[config.mk]
export PLATFORM = sky130hd
export DESIGN_NAME = dmem_ctrl
export DESIGN_NICKNAME = d
export VERILOG_FILES = /design/src/rtl/dmem_ctrl_pkg.sv /design/src/rtl/dmem_lane_unit.sv /design/src/rtl/dmem_ctrl.sv
export SDC_FILE = /design/constraint.sdc
export NUM_CORES = 1
export LEC_CHECK = 0
export CAP_MARGIN = 20
export CORE_MARGIN = 8
export CORE_UTILIZATION = 44
export CTS_CLUSTER_SIZE = 10
export DETAILED_ROUTE_END_ITERATION = 16
export GPL_ROUTABILITY_DRIVEN = 0
export PLACE_DENSITY = 0.9
export SKIP_CTS_REPAIR_TIMING = 1
export SYNTH_ARGS = -nofsm -noshare
export SYNTH_HDL_FRONTEND = slang
export SYNTH_SLANG_ARGS = --single-unit
[constraint.sdc]
create_clock -name clk -period 2.95 [get_ports clk]
set_input_delay 0.59 -clock clk [delete_from_list [all_inputs] [get_ports clk]]
set_output_delay 0.59 -clock clk [all_outputs]
set_load 0.005 [all_outputs]
[src/rtl/dmem_ctrl_pkg.sv]
// rtl/dmem_ctrl_pkg.sv - shared funct3 codes, FSM/requester types and access checking for dmem_ctrl
package dmem_ctrl_pkg;

    localparam logic [2:0] F3_LB  = 3'b000;
    localparam logic [2:0] F3_LH  = 3'b001;
    localparam logic [2:0] F3_LW  = 3'b010;
    localparam logic [2:0] F3_LBU = 3'b100;
    localparam logic [2:0] F3_LHU = 3'b101;
    localparam logic [2:0] F3_SB  = 3'b000;
    localparam logic [2:0] F3_SH  = 3'b001;
    localparam logic [2:0] F3_SW  = 3'b010;

    typedef enum logic [1:0] {IDLE, ACCESS, MERGE, RESP} state_t;
    typedef enum logic {CORE, DMA} req_id_t;

    // Misalignment, unsupported funct3 (stores only accept SB/SH/SW) or word index beyond depth.
    function automatic logic access_err(input logic we, input logic [31:0] addr,
                                        input logic [2:0] funct3, input int unsigned depth);
        logic bad;
        case (funct3)
            F3_LB:   bad = 1'b0;
            F3_LH:   bad = addr[0];
            F3_LW:   bad = addr[1] | addr[0];
            F3_LBU:  bad = we;
            F3_LHU:  bad = we | addr[0];
            default: bad = 1'b1;
        endcase
        return bad | ({2'b00, addr[31:2]} >= depth);
    endfunction

endpackage

[src/rtl/dmem_lane_unit.sv]
// rtl/dmem_lane_unit.sv - sub-word load extraction/extension and SB/SH lane merge
module dmem_lane_unit
    import dmem_ctrl_pkg::*;
(
    input  logic [31:0] word,
    input  logic [1:0]  addr_lo,
    input  logic [2:0]  funct3,
    input  logic [15:0] wdata,
    output logic [31:0] load_data,
    output logic [31:0] merge_data
);

    logic [7:0]  byte_lane;
    logic [15:0] half_lane;

    always_comb begin
        case (addr_lo)
            2'd0:    byte_lane = word[7:0];
            2'd1:    byte_lane = word[15:8];
            2'd2:    byte_lane = word[23:16];
            default: byte_lane = word[31:24];
        endcase
        half_lane = addr_lo[1] ? word[31:16] : word[15:0];

        load_data = 32'h0;
        case (funct3)
            F3_LB:   load_data = {{24{byte_lane[7]}}, byte_lane};
            F3_LH:   load_data = {{16{half_lane[15]}}, half_lane};
            F3_LW:   load_data = word;
            F3_LBU:  load_data = {24'h0, byte_lane};
            F3_LHU:  load_data = {16'h0, half_lane};
            default: load_data = 32'h0;
        endcase

        merge_data = word;
        if (funct3 == F3_SB) begin
            case (addr_lo)
                2'd0:    merge_data[7:0]   = wdata[7:0];
                2'd1:    merge_data[15:8]  = wdata[7:0];
                2'd2:    merge_data[23:16] = wdata[7:0];
                default: merge_data[31:24] = wdata[7:0];
            endcase
        end else if (funct3 == F3_SH) begin
            if (addr_lo[1]) merge_data[31:16] = wdata;
            else            merge_data[15:0]  = wdata;
        end
    end

endmodule

[src/rtl/dmem_ctrl.sv]
// rtl/dmem_ctrl.sv - two-port data-memory controller; DMEM_CTRL_RR_EN selects round-robin over fixed core priority
module dmem_ctrl
    import dmem_ctrl_pkg::*;
#(
    parameter int unsigned DEPTH = 1024
) (
    input  logic        clk,
    input  logic        rst_n,
    input  logic        core_req,
    input  logic        core_we,
    input  logic [31:0] core_addr,
    input  logic [31:0] core_wdata,
    input  logic [2:0]  core_funct3,
    output logic        core_ack,
    output logic [31:0] core_rdata,
    output logic        core_err,
    input  logic        dma_req,
    input  logic        dma_we,
    input  logic [31:0] dma_addr,
    input  logic [31:0] dma_wdata,
    input  logic [2:0]  dma_funct3,
    output logic        dma_ack,
    output logic [31:0] dma_rdata,
    output logic        dma_err,
    output logic [31:0] mem_addr,
    output logic [31:0] mem_wdata,
    output logic        mem_we,
    input  logic [31:0] mem_rdata
);

    state_t      state;
    req_id_t     owner;
    logic        we_q;
    logic [1:0]  addr_lo_q;
    logic [15:0] wdata_q;
    logic [2:0]  funct3_q;
    logic        err_q;
    logic        mem_we_q;

    logic        pick_dma;
    logic        sel_we;
    logic [31:0] sel_addr;
    logic [31:0] sel_wdata;
    logic [2:0]  sel_funct3;
    logic        sel_err;
    logic [31:0] load_data;
    logic [31:0] merge_data;
    logic [31:0] resp_rdata;
    logic        needs_merge;
    logic        finish;

`ifdef DMEM_CTRL_RR_EN
    req_id_t rr_ptr;
    always_comb pick_dma = dma_req & (~core_req | (rr_ptr == DMA));
`else
    always_comb pick_dma = dma_req & ~core_req;
`endif

    always_comb begin
        sel_we     = pick_dma ? dma_we     : core_we;
        sel_addr   = pick_dma ? dma_addr   : core_addr;
        sel_wdata  = pick_dma ? dma_wdata  : core_wdata;
        sel_funct3 = pick_dma ? dma_funct3 : core_funct3;
        sel_err    = access_err(sel_we, sel_addr, sel_funct3, DEPTH);
    end

    dmem_lane_unit u_lane (
        .word       (mem_rdata),
        .addr_lo    (addr_lo_q),
        .funct3     (funct3_q),
        .wdata      (wdata_q),
        .load_data  (load_data),
        .merge_data (merge_data)
    );

    always_comb begin
        needs_merge = ~err_q & we_q & (funct3_q != F3_SW);
        finish      = ((state == ACCESS) & ~needs_merge) | (state == MERGE);
        resp_rdata  = (err_q | we_q) ? 32'h0 : load_data;
    end

    // Gating with rst_n keeps a reset that lands on a write cycle from reaching the memory.
    assign mem_we = mem_we_q & rst_n;

    always_ff @(posedge clk) begin
        if (!rst_n) begin
            state      <= IDLE;
            owner      <= CORE;
            we_q       <= 1'b0;
            addr_lo_q  <= 2'b00;
            wdata_q    <= 16'h0;
            funct3_q   <= 3'b000;
            err_q      <= 1'b0;
            mem_we_q   <= 1'b0;
            mem_addr   <= 32'h0;
            mem_wdata  <= 32'h0;
            core_ack   <= 1'b0;
            core_rdata <= 32'h0;
            core_err   <= 1'b0;
            dma_ack    <= 1'b0;
            dma_rdata  <= 32'h0;
            dma_err    <= 1'b0;
`ifdef DMEM_CTRL_RR_EN
            rr_ptr     <= CORE;
`endif
        end else begin
            case (state)
                IDLE: begin
                    if (core_req | dma_req) begin
                        owner     <= pick_dma ? DMA : CORE;
                        we_q      <= sel_we;
                        addr_lo_q <= sel_addr[1:0];
                        wdata_q   <= sel_wdata[15:0];
                        funct3_q  <= sel_funct3;
                        err_q     <= sel_err;
                        if (!sel_err) begin
                            mem_addr <= {2'b00, sel_addr[31:2]};
                            if (sel_we && sel_funct3 == F3_SW) begin
                                mem_we_q  <= 1'b1;
                                mem_wdata <= sel_wdata;
                            end
                        end
`ifdef DMEM_CTRL_RR_EN
                        rr_ptr <= pick_dma ? CORE : DMA;
`endif
                        state <= ACCESS;
                    end
                end
                ACCESS: begin
                    if (needs_merge) begin
                        mem_wdata <= merge_data;
                        mem_we_q  <= 1'b1;
                        state     <= MERGE;
                    end else begin
                        mem_we_q <= 1'b0;
                        state    <= RESP;
                    end
                end
                MERGE: begin
                    mem_we_q <= 1'b0;
                    state    <= RESP;
                end
                default: begin
                    core_ack   <= 1'b0;
                    core_rdata <= 32'h0;
                    core_err   <= 1'b0;
                    dma_ack    <= 1'b0;
                    dma_rdata  <= 32'h0;
                    dma_err    <= 1'b0;
                    state      <= IDLE;
                end
            endcase

            if (finish) begin
                if (owner == CORE) begin
                    core_ack   <= 1'b1;
                    core_rdata <= resp_rdata;
                    core_err   <= err_q;
                end else begin
                    dma_ack    <= 1'b1;
                    dma_rdata  <= resp_rdata;
                    dma_err    <= err_q;
                end
            end
        end
    end

endmodule

==> results <==
- The flow ran to the end, and the final reports show no timing, DRC or antenna violations.
- From left edge to right edge, the die measures 149 microns.
- Setup repair after global routing left no endpoint under its margin.
- The wire length of the first global-routing pass is 46600 microns.
- For this run, the detailed router's first-pass iteration total came to 6.
- The post-route minimum period is 2830 ps.
- The detailed-route via count is 8307.
- The initialized floorplan defines 48 standard-cell rows.
- The core region is 17300 sq um.
- Global routing consumed, over all layers together, 26.7% of the routing resources.
- The clock tree from TritonCTS is yes.
- The reported leakage power is 4.48 nW.
- The number of antenna diodes in the final layout is 0.
- Once the floorplan was initialized, standard cells occupied 44.9% of the core.
- The total die area is 22100 sq um.
- The largest fanout on the critical path is 19.
- The violation count after the first detailed-routing iteration is 930.
- On the critical path the largest part of the delay comes from buffers and inverters.
- Wires add up to 30500 microns.
- The final number of hold-violating endpoints is 0.
- The max-slew violation count is 0.
- Buffers inserted during clock tree synthesis total 17.
- Measured along the y axis, the die boundary spans 149 microns.
- At the end of the flow, the number of nets in the layout was 1373.
- The cell with the most instances on the worst path is sky130_fd_sc_hd__buf_4.
- The count of buffers from port buffering is 302.
- Together, buffers and inverters on the worst path number 4.
- In this run the cell area of the synthesized design comes to 7760 sq um.
- The total DRC errors in the routed layout is 0.
- Adding up every negative setup slack in the final design gives 0 ps.
- Walking the worst path, the cells encountered are clkdlybuf4s50_1 > nor4_1 > buf_4 > nand4_1 > or4_4 > buf_4 > a221oi_2 > buf_4 > nor2_1 > a311oi_1.
- The number of nets with antenna violations after detailed routing is 0.
- The total half-perimeter wirelength after legalization and detailed placement is 23500 microns.
- After synthesis the netlist holds a flip-flop and latch count of 157.
- By startpoint and endpoint, the worst setup path is classified as in2reg.
- Dividing the final minimum period by the clock period gives 95.8%.
- The share of cells above drive strength 1 is 7.93%.
- The initial antenna violation count is 0.
- The largest stage delay on the critical path is 530 ps.
- The tree is rooted in a sky130_fd_sc_hd__clkbuf_16.
- The final count of negative-setup-slack endpoints is 0.
- Pin placement for this block handled 305 I/O pins.
- The maximum root-to-sink buffer count is 2.
- The H-tree was split into 4 levels.
- Dividing the detail-routed wire length by the instance count gives 21.2 microns.
- The required time at the worst-slack endpoint is 3280 ps.
- The most used flip-flop cell after synthesis is sky130_fd_sc_hd__dfxtp_1.
- The reported max-cap violation count is 0.
- Clock skew on the completed layout was measured at 9.15 ps.
- For the worst setup path, the data arrival time is 3160 ps.
- For the pin with the worst max-slew slack, the measured transition is 924 ps.
- The via count normalized by instance count is 5.79.
- The class of the most critical hold timing path is reg2reg.
- STA classifies the critical path endpoint as a register.
- The pin count of the biggest net entering global routing is 74.
- Power spread over the standard cell area amounts to 766 nW/um^2.
- Relative to the synthesized area, the layout overhead comes to 50.2%.
- The slowest stage of the critical path belongs to the cell sky130_fd_sc_hd__or4_4.
- Measured against its own limit, the worst slew margin works out to 38.2%.
- Counting flops with a built-in enable in the synthesized netlist gives 0.
- During synthesis, Yosys emitted a total of 0 warnings.
- The CTS clock-pin slew for the worst setup and hold paths is 70 ps.
- The number of clock sinks seen by CTS is 157.
- The proportion of synthesized flip-flops having asynchronous set or reset is 0%.
- The post-synthesis cell type count is 56.
- The via count of the first global-routing pass is 8586.
- The count of mapped cells out of synthesis is 915.
- The worst setup path is launched from an input port.
- The clock reaches the later pin of the worst-skew pair after 430 ps.
- The average instance in the mapped netlist occupies 8.48 sq um.
- The sequential element share of the synthesized area is 40.5%.
- Static timing analysis puts the maximum clock frequency at 354 MHz.
- After layout, the design draws a total of 8.92 mW.
- Across the VDD grid, the largest voltage drop is 587 uV.
- The total overflow reported by the global router is 0.
- Hold is met by 455 ps.
[Yosys cell counts, types with 2 or more instances]
cell type | count | area (sq um)
sky130_fd_sc_hd__buf_1 | 7 | 26.3
sky130_fd_sc_hd__a211oi_1 | 26 | 195
sky130_fd_sc_hd__o211ai_1 | 8 | 60.1
sky130_fd_sc_hd__nand4_1 | 3 | 18.8
sky130_fd_sc_hd__nand3b_1 | 19 | 143
sky130_fd_sc_hd__buf_4 | 2 | 15.0
sky130_fd_sc_hd__o221ai_1 | 8 | 70.1
sky130_fd_sc_hd__or2_2 | 2 | 12.5
sky130_fd_sc_hd__or3_1 | 4 | 25.0
sky130_fd_sc_hd__o32ai_1 | 8 | 70.1
sky130_fd_sc_hd__a311oi_1 | 15 | 131
sky130_fd_sc_hd__buf_2 | 5 | 25.0
sky130_fd_sc_hd__a21oi_1 | 79 | 395
sky130_fd_sc_hd__o21ai_0 | 27 | 135
sky130_fd_sc_hd__mux2i_1 | 77 | 771
sky130_fd_sc_hd__nand2b_1 | 9 | 56.3
sky130_fd_sc_hd__nand2_1 | 153 | 574
sky130_fd_sc_hd__and2_0 | 2 | 12.5
sky130_fd_sc_hd__and2_1 | 27 | 169
sky130_fd_sc_hd__nor4_1 | 12 | 75.1
sky130_fd_sc_hd__nand3_1 | 10 | 50.1
sky130_fd_sc_hd__inv_1 | 7 | 26.3
sky130_fd_sc_hd__a22oi_1 | 15 | 113
sky130_fd_sc_hd__clkbuf_1 | 61 | 229
sky130_fd_sc_hd__o22ai_1 | 8 | 50.1
sky130_fd_sc_hd__o311ai_0 | 7 | 61.3
sky130_fd_sc_hd__nor2b_1 | 3 | 18.8
sky130_fd_sc_hd__nor3b_1 | 18 | 135
sky130_fd_sc_hd__buf_12 | 3 | 60.1
sky130_fd_sc_hd__nor3_1 | 6 | 30.0
sky130_fd_sc_hd__nor4b_1 | 2 | 17.5
sky130_fd_sc_hd__ha_1 | 4 | 50.1
sky130_fd_sc_hd__mux4_2 | 8 | 180
sky130_fd_sc_hd__o2bb2ai_1 | 15 | 131
sky130_fd_sc_hd__dfxtp_1 | 157 | 3140
sky130_fd_sc_hd__nor2_1 | 78 | 293
[logic make-up after synthesis]
kind of cell    synth area share [%]
other cells                   0.0483
mux                             12.4
compound gates                  19.4
fa+ha+maj                      0.645
buf+inv                         5.06
simple gates                    21.9
flops                           40.5
[worst paths after layout]
check,start,end,slack [ps],depth (start not counted)
worst max-delay path,core_addr[23],mem_addr[4]$_SDFFE_PN0P_,120,10
worst min-delay path,core_rdata[18]$_SDFF_PN0_,core_rdata[18]$_SDFF_PN0_,460,2
worst max register to register,addr_lo_q[1]$_SDFFE_PN0P_,core_rdata[31]$_SDFF_PN0_,700,8
worst min register to register,core_rdata[18]$_SDFF_PN0_,core_rdata[18]$_SDFF_PN0_,460,2
[per-layer routing]
metal,track usage [%],routed length [microns]
met1,28.6,11300
met2,45.9,14800
met3,9.83,3100
met4,12.9,1360
met5,0,0
[area by class of cell]
class                           instances  area, sq um
Multi-Input combinational cell        673         4250
Fill cell                            1400         5640
Timing Repair Buffer                  341         3320
Sequential cell                       157         3140
Inverter                                7         26.3
Clock buffer                           19          453
Clock inverter                         13          178
Tap cell                              225          282
[sequential cells by signal, summed over array words and instances (netlist names)]
name	flops
addr_lo_q	2
funct3_q	3
we_q	1
wdata_q	16
dma_ack	1
mem_wdata	32
core_err	1
owner	1
core_ack	1
state	2
dma_err	1
dma_rdata	32
err_q	1
mem_we_q	1
core_rdata	32
mem_addr	30
[power breakdown]
part | internal [mW] | switching (mW) | total, mW
Clock | 1.40 | 0.944 | 2.35
Combinational | 1.72 | 2.02 | 3.74
Sequential | 2.53 | 0.310 | 2.84
Total | 5.65 | 3.27 | 8.92
[cell usage in the layout, fill, tap and decap left out, types with 3 or more instances in the layout]
cell / synthesis / routed
sky130_fd_sc_hd__nand3_1: 10 / 10
sky130_fd_sc_hd__mux2i_1: 77 / 77
sky130_fd_sc_hd__nor3_1: 6 / 5
sky130_fd_sc_hd__clkbuf_16: 0 / 17
sky130_fd_sc_hd__or3_1: 4 / 4
sky130_fd_sc_hd__nand4_1: 3 / 3
sky130_fd_sc_hd__a211oi_1: 26 / 26
sky130_fd_sc_hd__a311oi_1: 15 / 15
sky130_fd_sc_hd__nor2_1: 78 / 78
sky130_fd_sc_hd__o21ai_0: 27 / 27
sky130_fd_sc_hd__o221ai_1: 8 / 8
sky130_fd_sc_hd__o211ai_1: 8 / 8
sky130_fd_sc_hd__nor4_1: 12 / 12
sky130_fd_sc_hd__a22oi_1: 15 / 15
sky130_fd_sc_hd__buf_4: 2 / 38
sky130_fd_sc_hd__nand3b_1: 19 / 19
sky130_fd_sc_hd__mux4_2: 8 / 8
sky130_fd_sc_hd__nor3b_1: 18 / 18
sky130_fd_sc_hd__o22ai_1: 8 / 8
sky130_fd_sc_hd__and2_1: 27 / 27
sky130_fd_sc_hd__o2bb2ai_1: 15 / 15
sky130_fd_sc_hd__bufinv_16: 0 / 3
sky130_fd_sc_hd__clkdlybuf4s50_1: 0 / 301
sky130_fd_sc_hd__inv_6: 0 / 3
sky130_fd_sc_hd__dfxtp_1: 157 / 157
sky130_fd_sc_hd__ha_1: 4 / 3
sky130_fd_sc_hd__inv_1: 7 / 6
sky130_fd_sc_hd__nand2b_1: 9 / 8
sky130_fd_sc_hd__o32ai_1: 8 / 8
sky130_fd_sc_hd__inv_8: 0 / 3
sky130_fd_sc_hd__o311ai_0: 7 / 7
sky130_fd_sc_hd__nand2_1: 153 / 153
sky130_fd_sc_hd__a21oi_1: 79 / 79
[through the flow]
step           setup slack, ps  util (%)  cell area [sq um]  std cells
2_1_floorplan              470         -               7760        916
3_3_place_gp              -192      63.7              11000       1402
3_5_place_dp              -307      63.7              11000       1402
4_1_cts                    136      67.3              11600       1434
5_1_grt                   16.6      67.4              11700       1435
6_report                   125      67.4              11700       1435
[worst register-to-register path, stage by stage, from the launching register on]
cell,delay [ps]
sky130_fd_sc_hd__dfxtp_1,600
sky130_fd_sc_hd__buf_4,280
sky130_fd_sc_hd__mux4_2,240
sky130_fd_sc_hd__mux2i_1,80
sky130_fd_sc_hd__nor3_2,130
sky130_fd_sc_hd__buf_4,260
sky130_fd_sc_hd__a21oi_1,90
sky130_fd_sc_hd__or3_1,320
sky130_fd_sc_hd__a21oi_1,160
Note: power is estimated with default switching activity, not from simulation.
